===== src/rtl/btn_led_ctrl_if.sv =====
// Button/LED channel bundle between the board I/O layer and the front end.
interface btn_led_ctrl_if #(
    parameter int N_CH = 4
);
    logic [N_CH-1:0] i_btn;
    logic [N_CH-1:0] i_mode;
    logic [N_CH-1:0] o_led;
    logic [N_CH-1:0] o_press;
    logic [N_CH-1:0] o_release;
    logic [N_CH-1:0] o_state;

    modport master (
        output i_btn,
        output i_mode,
        input  o_led,
        input  o_press,
        input  o_release,
        input  o_state
    );

    modport slave (
        input  i_btn,
        input  i_mode,
        output o_led,
        output o_press,
        output o_release,
        output o_state
    );
endinterface


===== src/rtl/btn_led_ctrl.sv =====
// Multi-channel push-button front end: synchronise, debounce, edge pulses and
// LED drive in toggle or momentary mode. Channels share no state.
module btn_led_ctrl #(
    parameter int N_CH            = 4,
    parameter int DEBOUNCE_CYCLES = 270000,
    parameter bit LED_ACTIVE_LOW  = 1'b1
) (
    input  logic          i_clk,
    input  logic          i_rst_n,
    btn_led_ctrl_if.slave bus
);
    localparam int              CW       = $clog2(DEBOUNCE_CYCLES + 1);
    localparam logic [CW-1:0]   CNT_LAST = CW'(DEBOUNCE_CYCLES - 1);
    localparam logic [N_CH-1:0] LED_POL  = LED_ACTIVE_LOW ? {N_CH{1'b1}} : {N_CH{1'b0}};

    logic [N_CH-1:0] sync1;
    logic [N_CH-1:0] sync2;
    logic [N_CH-1:0] stable;
    logic [N_CH-1:0] stable_q;
    logic [N_CH-1:0] led_on;
    logic [CW-1:0]   cnt      [N_CH];

    logic [N_CH-1:0] stable_next;
    logic [N_CH-1:0] rise;
    logic [N_CH-1:0] fall;
    logic [N_CH-1:0] led_next;
    logic [CW-1:0]   cnt_next [N_CH];

    // Debounce decision: any return of sync2 to the stable level restarts the count.
    always_comb begin
        stable_next = stable;
        for (int i = 0; i < N_CH; i++) begin
            cnt_next[i] = '0;
            if (sync2[i] != stable[i]) begin
                if (cnt[i] == CNT_LAST) begin
                    stable_next[i] = sync2[i];
                end else begin
                    cnt_next[i] = cnt[i] + CW'(1);
                end
            end
        end
    end

    // Accepted edges and next LED state; the current mode applies to a press on this edge.
    always_comb begin
        rise     = stable & ~stable_q;
        fall     = ~stable & stable_q;
        led_next = (bus.i_mode & stable) | (~bus.i_mode & (led_on ^ rise));
    end

    // All per-channel state; o_led is registered directly from the next LED value.
    always_ff @(posedge i_clk or negedge i_rst_n) begin
        if (!i_rst_n) begin
            sync1         <= '0;
            sync2         <= '0;
            stable        <= '0;
            stable_q      <= '0;
            led_on        <= '0;
            bus.o_led     <= LED_POL;
            bus.o_press   <= '0;
            bus.o_release <= '0;
            bus.o_state   <= '0;
            for (int i = 0; i < N_CH; i++) begin
                cnt[i] <= '0;
            end
        end else begin
            sync1         <= bus.i_btn;
            sync2         <= sync1;
            stable        <= stable_next;
            stable_q      <= stable;
            led_on        <= led_next;
            bus.o_led     <= led_next ^ LED_POL;
            bus.o_press   <= rise;
            bus.o_release <= fall;
            bus.o_state   <= stable_next;
            for (int i = 0; i < N_CH; i++) begin
                cnt[i] <= cnt_next[i];
            end
        end
    end
endmodule


===== src/flat_wrapper.sv =====
// flat-port wrapper written by rule: the top's interface ports become plain ports
module btn_led_ctrl_flat 
#(
    parameter int N_CH            = 4,
    parameter int DEBOUNCE_CYCLES = 270000,
    parameter bit LED_ACTIVE_LOW  = 1'b1
)
  (i_clk, i_rst_n, bus_i_btn, bus_i_mode, bus_o_led, bus_o_press, bus_o_release, bus_o_state);
  btn_led_ctrl_if #(.N_CH(N_CH)) bus_i ();
  input  logic i_clk;
  input  logic i_rst_n;
  input wire logic [$bits(bus_i.i_btn)-1:0] bus_i_btn;
  input wire logic [$bits(bus_i.i_mode)-1:0] bus_i_mode;
  output wire logic [$bits(bus_i.o_led)-1:0] bus_o_led;
  output wire logic [$bits(bus_i.o_press)-1:0] bus_o_press;
  output wire logic [$bits(bus_i.o_release)-1:0] bus_o_release;
  output wire logic [$bits(bus_i.o_state)-1:0] bus_o_state;
  assign bus_i.i_btn = bus_i_btn;
  assign bus_i.i_mode = bus_i_mode;
  assign bus_o_led = bus_i.o_led;
  assign bus_o_press = bus_i.o_press;
  assign bus_o_release = bus_i.o_release;
  assign bus_o_state = bus_i.o_state;
  btn_led_ctrl #(.N_CH(N_CH), .DEBOUNCE_CYCLES(DEBOUNCE_CYCLES), .LED_ACTIVE_LOW(LED_ACTIVE_LOW)) u_core (.i_clk(i_clk), .i_rst_n(i_rst_n), .bus(bus_i));
endmodule

===== config.mk =====
export PLATFORM = sky130hd
export DESIGN_NAME = btn_led_ctrl_flat
export DESIGN_NICKNAME = d
export VERILOG_FILES = /design/src/rtl/btn_led_ctrl_if.sv /design/src/rtl/btn_led_ctrl.sv /design/src/flat_wrapper.sv
export SDC_FILE = /design/constraint.sdc
export NUM_CORES = 1
export LEC_CHECK = 0
export CAP_MARGIN = 5
export CORE_MARGIN = 2
export CORE_UTILIZATION = 31
export CTS_CLUSTER_DIAMETER = 30
export DETAILED_ROUTE_END_ITERATION = 8
export GPL_ROUTABILITY_DRIVEN = 0
export SETUP_SLACK_MARGIN = 0.2
export SLEW_MARGIN = 20
export SYNTH_ARGS = -nofsm -noshare
export SYNTH_HDL_FRONTEND = slang
export SYNTH_SLANG_ARGS = --single-unit

===== constraint.sdc =====
create_clock -name i_clk -period 2.95 [get_ports i_clk]
set_input_delay 0.59 -clock i_clk [delete_from_list [all_inputs] [get_ports i_clk]]
set_output_delay 0.59 -clock i_clk [all_outputs]
set_load 0.01 [all_outputs]

# [Word-level counts from Yosys, hierarchy flattened]
# Index checks and enable logic that the tools add are counted.
[totals] ff_bits=108 inputBits=10 wordCells=49 out_inout_bits=16
[classes] add_sub_neg=4 reduce_logical=4 n_bitwise=10 n_eq_ne=8 n_mux=8
[op_table] operator="19-bit two-way mux" n=8
[op_table] operator="19-bit by 1-bit adder with 19-bit output (second input constant)" n=4
[op_table] operator="19-bit == test (second input constant)" n=4
[op_table] operator="4-bit AND" n=4
[op_table] operator="4-bit inverter" n=4
[op_table] operator="2-bit AND reduction" n=4
[op_table] operator="1-bit inequality test" n=4
[op_table] operator="4-bit OR" n=1
[op_table] operator="4-bit XOR" n=1

# [Longest topological paths before layout]
# Gate-level depths: netlist (run 1).
[depth] word_depth=6 depth_mapped=6 ltp_nobuf=5

# [Least setup slack after synthesis (run 1)]
# OpenSTA, ideal clock, no wires.
[synth_timing] kind="register to register" startpoint="reg u_core.cnt[38] (netlist name)" endpoint="reg u_core.cnt[46] (netlist name)" required_time_ns=2.831 slack_ns=0.947 arrival_ns=1.885 synth_period_minus_slack_ns=2.003 setup_time_ns=0.119 path_stages_with_launch=7 n_path_buf=1 path_cell_list="dfrtp_1 -> ha_1 -> nand3_2 -> or4b_1 -> o31ai_4 -> buf_4 -> nor2_1"
[synth_rtl] item="start: declaration" line_no="btn_led_ctrl.sv:21" source="logic [CW-1:0] cnt [N_CH];"
[synth_rtl] item="start signal: indexed assignment" line_no="btn_led_ctrl.sv:77" source="cnt[i] <= cnt_next[i];"

==> results of run 1 <==
-- cell type report --
class | instances | area, um2
fillers | 1503 | 9510
flip-flops and latches | 108 | 2710
multi-input cells | 324 | 2060
repair buffers | 30 | 298
clock buffers | 13 | 270
well taps | 211 | 264
inverters | 21 | 78.8
clock inverters | 3 | 67.6
-- state kept, by name (all words and copies together) (netlist names) --
register	flops
u_core.sync2	4
u_core.bus.o_led	4
u_core.bus.o_press	4
u_core.stable_q	4
u_core.sync1	4
u_core.bus.o_release	4
u_core.led_on	4
u_core.bus.o_state	4
u_core.cnt	76
-- worst max-delay path: cells and delay by family, from the launching register on --
kind	cells	cell delay (ns)
and+or+nand+nor	3	0.88
AOI/OAI and AO/OA	1	0.64
DFF	1	0.41
adders and majority gates	1	0.24
-- synth_stat cells --
| library cell | number | area share [%] |
|---|---|---|
| o21ai_0 | 9 | 0.92 |
| xnor2_1 | 33 | 5.9 |
| mux2_1 | 2 | 0.46 |
| or4_4 | 1 | 0.23 |
| nand2b_1 | 3 | 0.39 |
| nor3_1 | 11 | 1.1 |
| nand3_1 | 27 | 2.8 |
| a21oi_2 | 1 | 0.18 |
| mux2i_1 | 2 | 0.41 |
| nor2b_1 | 9 | 1.2 |
| or3_1 | 10 | 1.3 |
| inv_1 | 21 | 1.6 |
| nor4b_1 | 4 | 0.72 |
| o22a_1 | 1 | 0.18 |
| nand4b_1 | 1 | 0.18 |
| ha_1 | 4 | 1.0 |
| o31ai_4 | 1 | 0.44 |
| nor2_1 | 73 | 5.6 |
| o21ai_1 | 3 | 0.31 |
| or4b_4 | 1 | 0.28 |
| and3_1 | 5 | 0.64 |
| nand4_1 | 26 | 3.3 |
| o2111a_1 | 1 | 0.23 |
| a221o_1 | 3 | 0.62 |
| and2_1 | 3 | 0.39 |
| nor3b_1 | 4 | 0.62 |
| clkbuf_1 | 4 | 0.31 |
| a31o_2 | 1 | 0.18 |
| nand2_1 | 14 | 1.1 |
| a21oi_1 | 9 | 0.92 |
| nor4_1 | 17 | 2.2 |
| or4b_1 | 1 | 0.21 |
| mux2_2 | 2 | 0.46 |
| buf_4 | 1 | 0.15 |
| or4_1 | 3 | 0.46 |
| dfrtp_1 | 104 | 53 |
| o31ai_2 | 2 | 0.51 |
| buf_2 | 1 | 0.10 |
| nand4_4 | 1 | 0.44 |
| and4_1 | 6 | 1.1 |
| dfstp_2 | 4 | 2.2 |
| or2_1 | 2 | 0.26 |
| xor2_1 | 27 | 4.9 |
| nand3_2 | 1 | 0.21 |
-- power by group --
group	internal [W]	switching [W]
clock	0.000814	0.000528
combinational	0.0000319	0.0000593
sequential	0.00150	0.0000193
-- worst max path at each step --
stage / from / end / cells after the start
after global routing: u_core.cnt[38] / u_core.cnt[51] / 5
final: u_core.cnt[38] / u_core.cnt[51] / 5
after global placement: u_core.cnt[38] / u_core.cnt[43] / 5
after detailed placement: u_core.cnt[38] / u_core.cnt[51] / 5
after CTS: u_core.cnt[38] / u_core.cnt[51] / 5
after floorplan: u_core.cnt[38] / u_core.cnt[46] / 6
-- cells by family (layout without fill, tap and decap cells) --
logic type      after synthesis  in the layout  share of synthesized area, %
buf+inv                      27             67                          2.18
simple gates                223            223                          24.6
fa+ha+maj                     4              4                          1.03
compound gates               31             31                          4.49
xor+xnor                     60             60                          10.8
flops                       108            108                          55.5
mux                           6              6                          1.33
-- routing by layer --
layer  vias to the layer above  track usage, %  part of all wire, %
met5                         -               0                    0
met4                         0            4.41                  1.5
met3                        10            3.80                  3.6
met2                        39            19.2                   48
met1                      1617            14.9                   47
li1                       1683               -                    -
-- through the flow --
| stage | total power (W) | hold WS (ns) | instances |
|---|---|---|---|
| after global placement | 0.00164 | 0.333 | 694 |
| final | 0.00295 | 0.232 | 710 |
| after CTS | 0.00300 | 0.254 | 710 |
| after detailed placement | 0.00164 | 0.337 | 694 |
| after floorplan | 0.00158 | 0.294 | 459 |
| after global routing | 0.00306 | 0.284 | 710 |
==> results.cfg, run 1 <==
[grt]
track_usage_pct = 11.8
grt_pass1_vias = 3370
antenna_found_initial = 0
grt_overflow_total = 0
grt_pass1_wl_um = 15700
grt_max_degree = 65

[die]
die_w_um = 129
dieArea_um2 = 16700
die_h_um = 129
rows = 45
core_um2 = 15300
pin_count = 26
initial_core_util_pct = 31.9

[critical_path]
cp_max_fo = 18
reg2reg_to = u_core.cnt[51]
start_kind = flip-flop
crit_chain = ha_1, nand3_2, or4b_1, o31ai_4, nor2_1
worstPathArrival_ns = 2.53
critPathRequiredTime_ns = 3.16
rrSetupSlack_ns = 0.63
r2r-start = u_core.cnt[38]
reg2reg_depth = 5
slowest_stage = o31ai_4
crit_path_max_incr_delay_ns = 0.64
crit_path_end_kind = flip-flop
crit_type = flip-flop to flip-flop

[sta]
period_minus_slack_ns = 2.32
clock_skew_ns = 0.00717
tightest_slew_ns = 0.742
hold_viol_final = 0
slew_headroom_pct = 50.5
setup_viol = 0
fmax_ghz = 0.431
fin_ws_ns = 0.631
fin_tns_setup_ns = 0
rsz0062_at_grt = false
timing.final.crit_share_pct = 78.6
drv_slew = 0

[routing]
vias = 3349
viasPerCell = 4.72
postRouteAntennaNets = 0
drtIter0Drc = 160
remaining_drc_errors = 0
wl_per_cell_um = 12.8
drtPass1Iterations = 4
drt-total-wl_um = 9090

[power_and_ir_drop]
p_leak_nw = 2.34
p_per_area_nw_per_um2 = 514
peakVddDrop_v = 0.000297

[clock_tree]
htree_num_levels = 3
cts_buffer_depth = 2
cts_num_sinks = 108
numCtsBuffers = 9
tritoncts = done
cts.repair.resized = 0
ctsHoldBuffers = 0
root_buffer = clkbuf_16
clk-insertion-delay-late_ns = 0.36
postCtsSetupRepairBufs = 0
clk_pin_slew_worst_paths_ns = 0.07

[min_path]
hold_class = primary input to asynchronous set/reset pin

[placed_design]
dp_slack_ns = 0.624
placed_area_um2 = 5410
hpwl_um = 6170
portBuffers = 25

[final_layout]
layout_common_cells = dfrtp_1 (104), nor2_1 (73), xnor2_1 (33), nand3_1 (27), xor2_1 (27)
syn2layout_area_growth_pct = 17.9
drive_above_1_share_pct = 7.21
fin_area_um2 = 5750
layout_commonest_cell = dfrtp_1
fin_nets = 508
fin_util_pct = 37.7
antenna_cells = 0

[logic_synthesis]
synth.yosys.seq_area_share_pct = 55.5
syn_area_um2 = 4870
synth_area_per_cell_um2 = 10.6
synth_nets = 473
synth_cell_type_count = 44
netlist_instances = 459
yosys_warnings = 0
ys_ff_latch = 108

[run]
maxCapViolations = 0

[outcome]
status = complete, no violations
Note: power is estimated with default switching activity, not from simulation.
==> inputs of run 2 (changes only) <==
- clock period: 2.95 -> 2.4 ns (I/O delays scaled with it)
==> run 2 against run 1 <==
Effect of this change:
- power grew 22%
- clock-buffer cell count shrank 4
- global-route usage grew 0.22 points
- sequential power grew 23%
- maximum frequency grew 10%
- setup slack lost 0.33 ns
- clock power grew 22%
- die area is the same
- non-clock buffer count grew 5
- sequential share of layout area shrank 0.28 points
- critical path type unchanged
==> results.cfg, run 2 (synthesis results as in run 1) <==
[outcome]
status = complete, no violations

[critical_path]
start_kind = flip-flop
worstPathArrival_ns = 2.34
reg2reg_depth = 5
critPathRequiredTime_ns = 2.64
crit_type = flip-flop to flip-flop
crit_path_end_kind = flip-flop
cp_max_fo = 7

[sta]
fmax_ghz = 0.476
period_minus_slack_ns = 2.10
holdWs_ns = 0.0684
setup_viol = 0
timing.final.crit_share_pct = 87.5
clock_skew_ns = 0.00967
tightest_slew_ns = 0.484
slew_headroom_pct = 67.5
hold_viol_final = 0
rsz0062_at_grt = false
drv_slew = 0
fin_ws_ns = 0.301
fin_tns_setup_ns = 0

[final_layout]
drive_above_1_share_pct = 8.33
syn2layout_area_growth_pct = 18.6
largest_register = u_core.cnt
layout_common_cells = dfrtp_1 (104), nor2_1 (73), xnor2_1 (33), nand3_1 (27), xor2_1 (27)
final_cells = 715
fin_nets = 513
layout_commonest_cell = dfrtp_1
antenna_cells = 0
largest_reg_flops = 76

[grt]
grt_use_met3_pct = 4.00
antenna_found_initial = 0
grt_pass1_vias = 3361
grt_pass1_wl_um = 15900
grt_util_met1_pct = 15.8
top_usage_layer = met2
grt_overflow_total = 0
met2_usage_pct = 18.5
grt_max_degree = 36
track_usage_pct = 12.1

[power_and_ir_drop]
p_per_area_nw_per_um2 = 625
power_w = 0.00361
p_leak_nw = 2.37
peakVddDrop_v = 0.000413

[die]
die_h_um = 129
die_w_um = 129
dieArea_um2 = 16700
pin_count = 26
rows = 45
core_um2 = 15300
initial_core_util_pct = 31.9

[placed_design]
hpwl_um = 6470
dp_slack_ns = 0.318
portBuffers = 25
place_inst = 699

[clock_tree]
tritoncts = done
cts_buffer_depth = 2
htree_num_levels = 3
clk-insertion-delay-late_ns = 0.36
cts_num_sinks = 108
numCtsBuffers = 9
root_buffer = clkbuf_16
clk_pin_slew_worst_paths_ns = 0.08

[routing]
viasPerCell = 4.79
remaining_drc_errors = 0
drtPass1Iterations = 4
wl_per_cell_um = 13.0
drt-total-wl_um = 9290
vias = 3427
postRouteAntennaNets = 0
drtIter0Drc = 155

[min_path]
hold_class = primary input to asynchronous set/reset pin

[run]
maxCapViolations = 0
run 2: cell types whose count changed in the layout (fill, tap and decap cells not counted), sizes merged:
| cell | previous run | this run |
|---|---|---|
| buf | 6 | 11 |
| clkinv | 0 | 1 |
| inv | 21 | 24 |
| clkbuf | 13 | 9 |
run 2: metal layers:
| metal | wire length, um | up-vias |
|---|---|---|
| li1 | - | 1686 |
| met1 | 4470 | 1668 |
| met2 | 4290 | 62 |
| met3 | 390 | 11 |
| met4 | 140 | 0 |
| met5 | 0 | - |
run 2: critical path: stages, from the launching register on:
cell	delay, ns
dfrtp_1	0.41
ha_1	0.24
nand3_2	0.17
or4b_1	0.61
nor3_1	0.21
mux2_1	0.34
run 2: report_power, final:
group	internal [W]	switching (W)	leakage [nW]
clock	0.000931	0.000695	0.159
combinational	0.0000452	0.0000757	0.741
sequential	0.00184	0.0000232	1.47
total	0.00282	0.000794	2.37
run 2: cell type report:
cell class              count  area (um2)
repair buffers             35         339
multi-input cells         324        2060
fillers                  1501        9480
clock inverters             7         105
well taps                 211         264
flip-flops and latches    108        2710
inverters                  21        78.8
clock buffers               9         225
run 2: repair_timing:
action / 4_1_cts / 5_1_grt
setup buffers: 0 / 0
endpoints found under the setup margin: 0 / 5
hold buffers: 0 / 0
resized for setup: 0 / 1
run 2: worst paths after layout:
kind	from	to	slack, ns
max in group asynchronous	i_rst_n	u_core.bus.o_led[1]	1.63
worst min register to register	u_core.sync1[1]	u_core.sync2[1]	0.35
worst max-delay path	u_core.cnt[38]	u_core.bus.o_state[1]	0.30
worst max register to register	u_core.cnt[38]	u_core.bus.o_state[1]	0.30
worst min-delay path	i_rst_n	u_core.bus.o_state[0]	0.07
min in group i_clk	u_core.sync1[1]	u_core.sync2[1]	0.35
run 2: through the flow:
| stage | util [%] | instance area (um2) |
|---|---|---|
| finish | 37.9 | 5780 |
| global route | 37.9 | 5780 |
| CTS | 37.9 | 5780 |
| detailed placement | 35.7 | 5450 |
| global placement | 35.7 | 5450 |
| floorplan | - | 4870 |
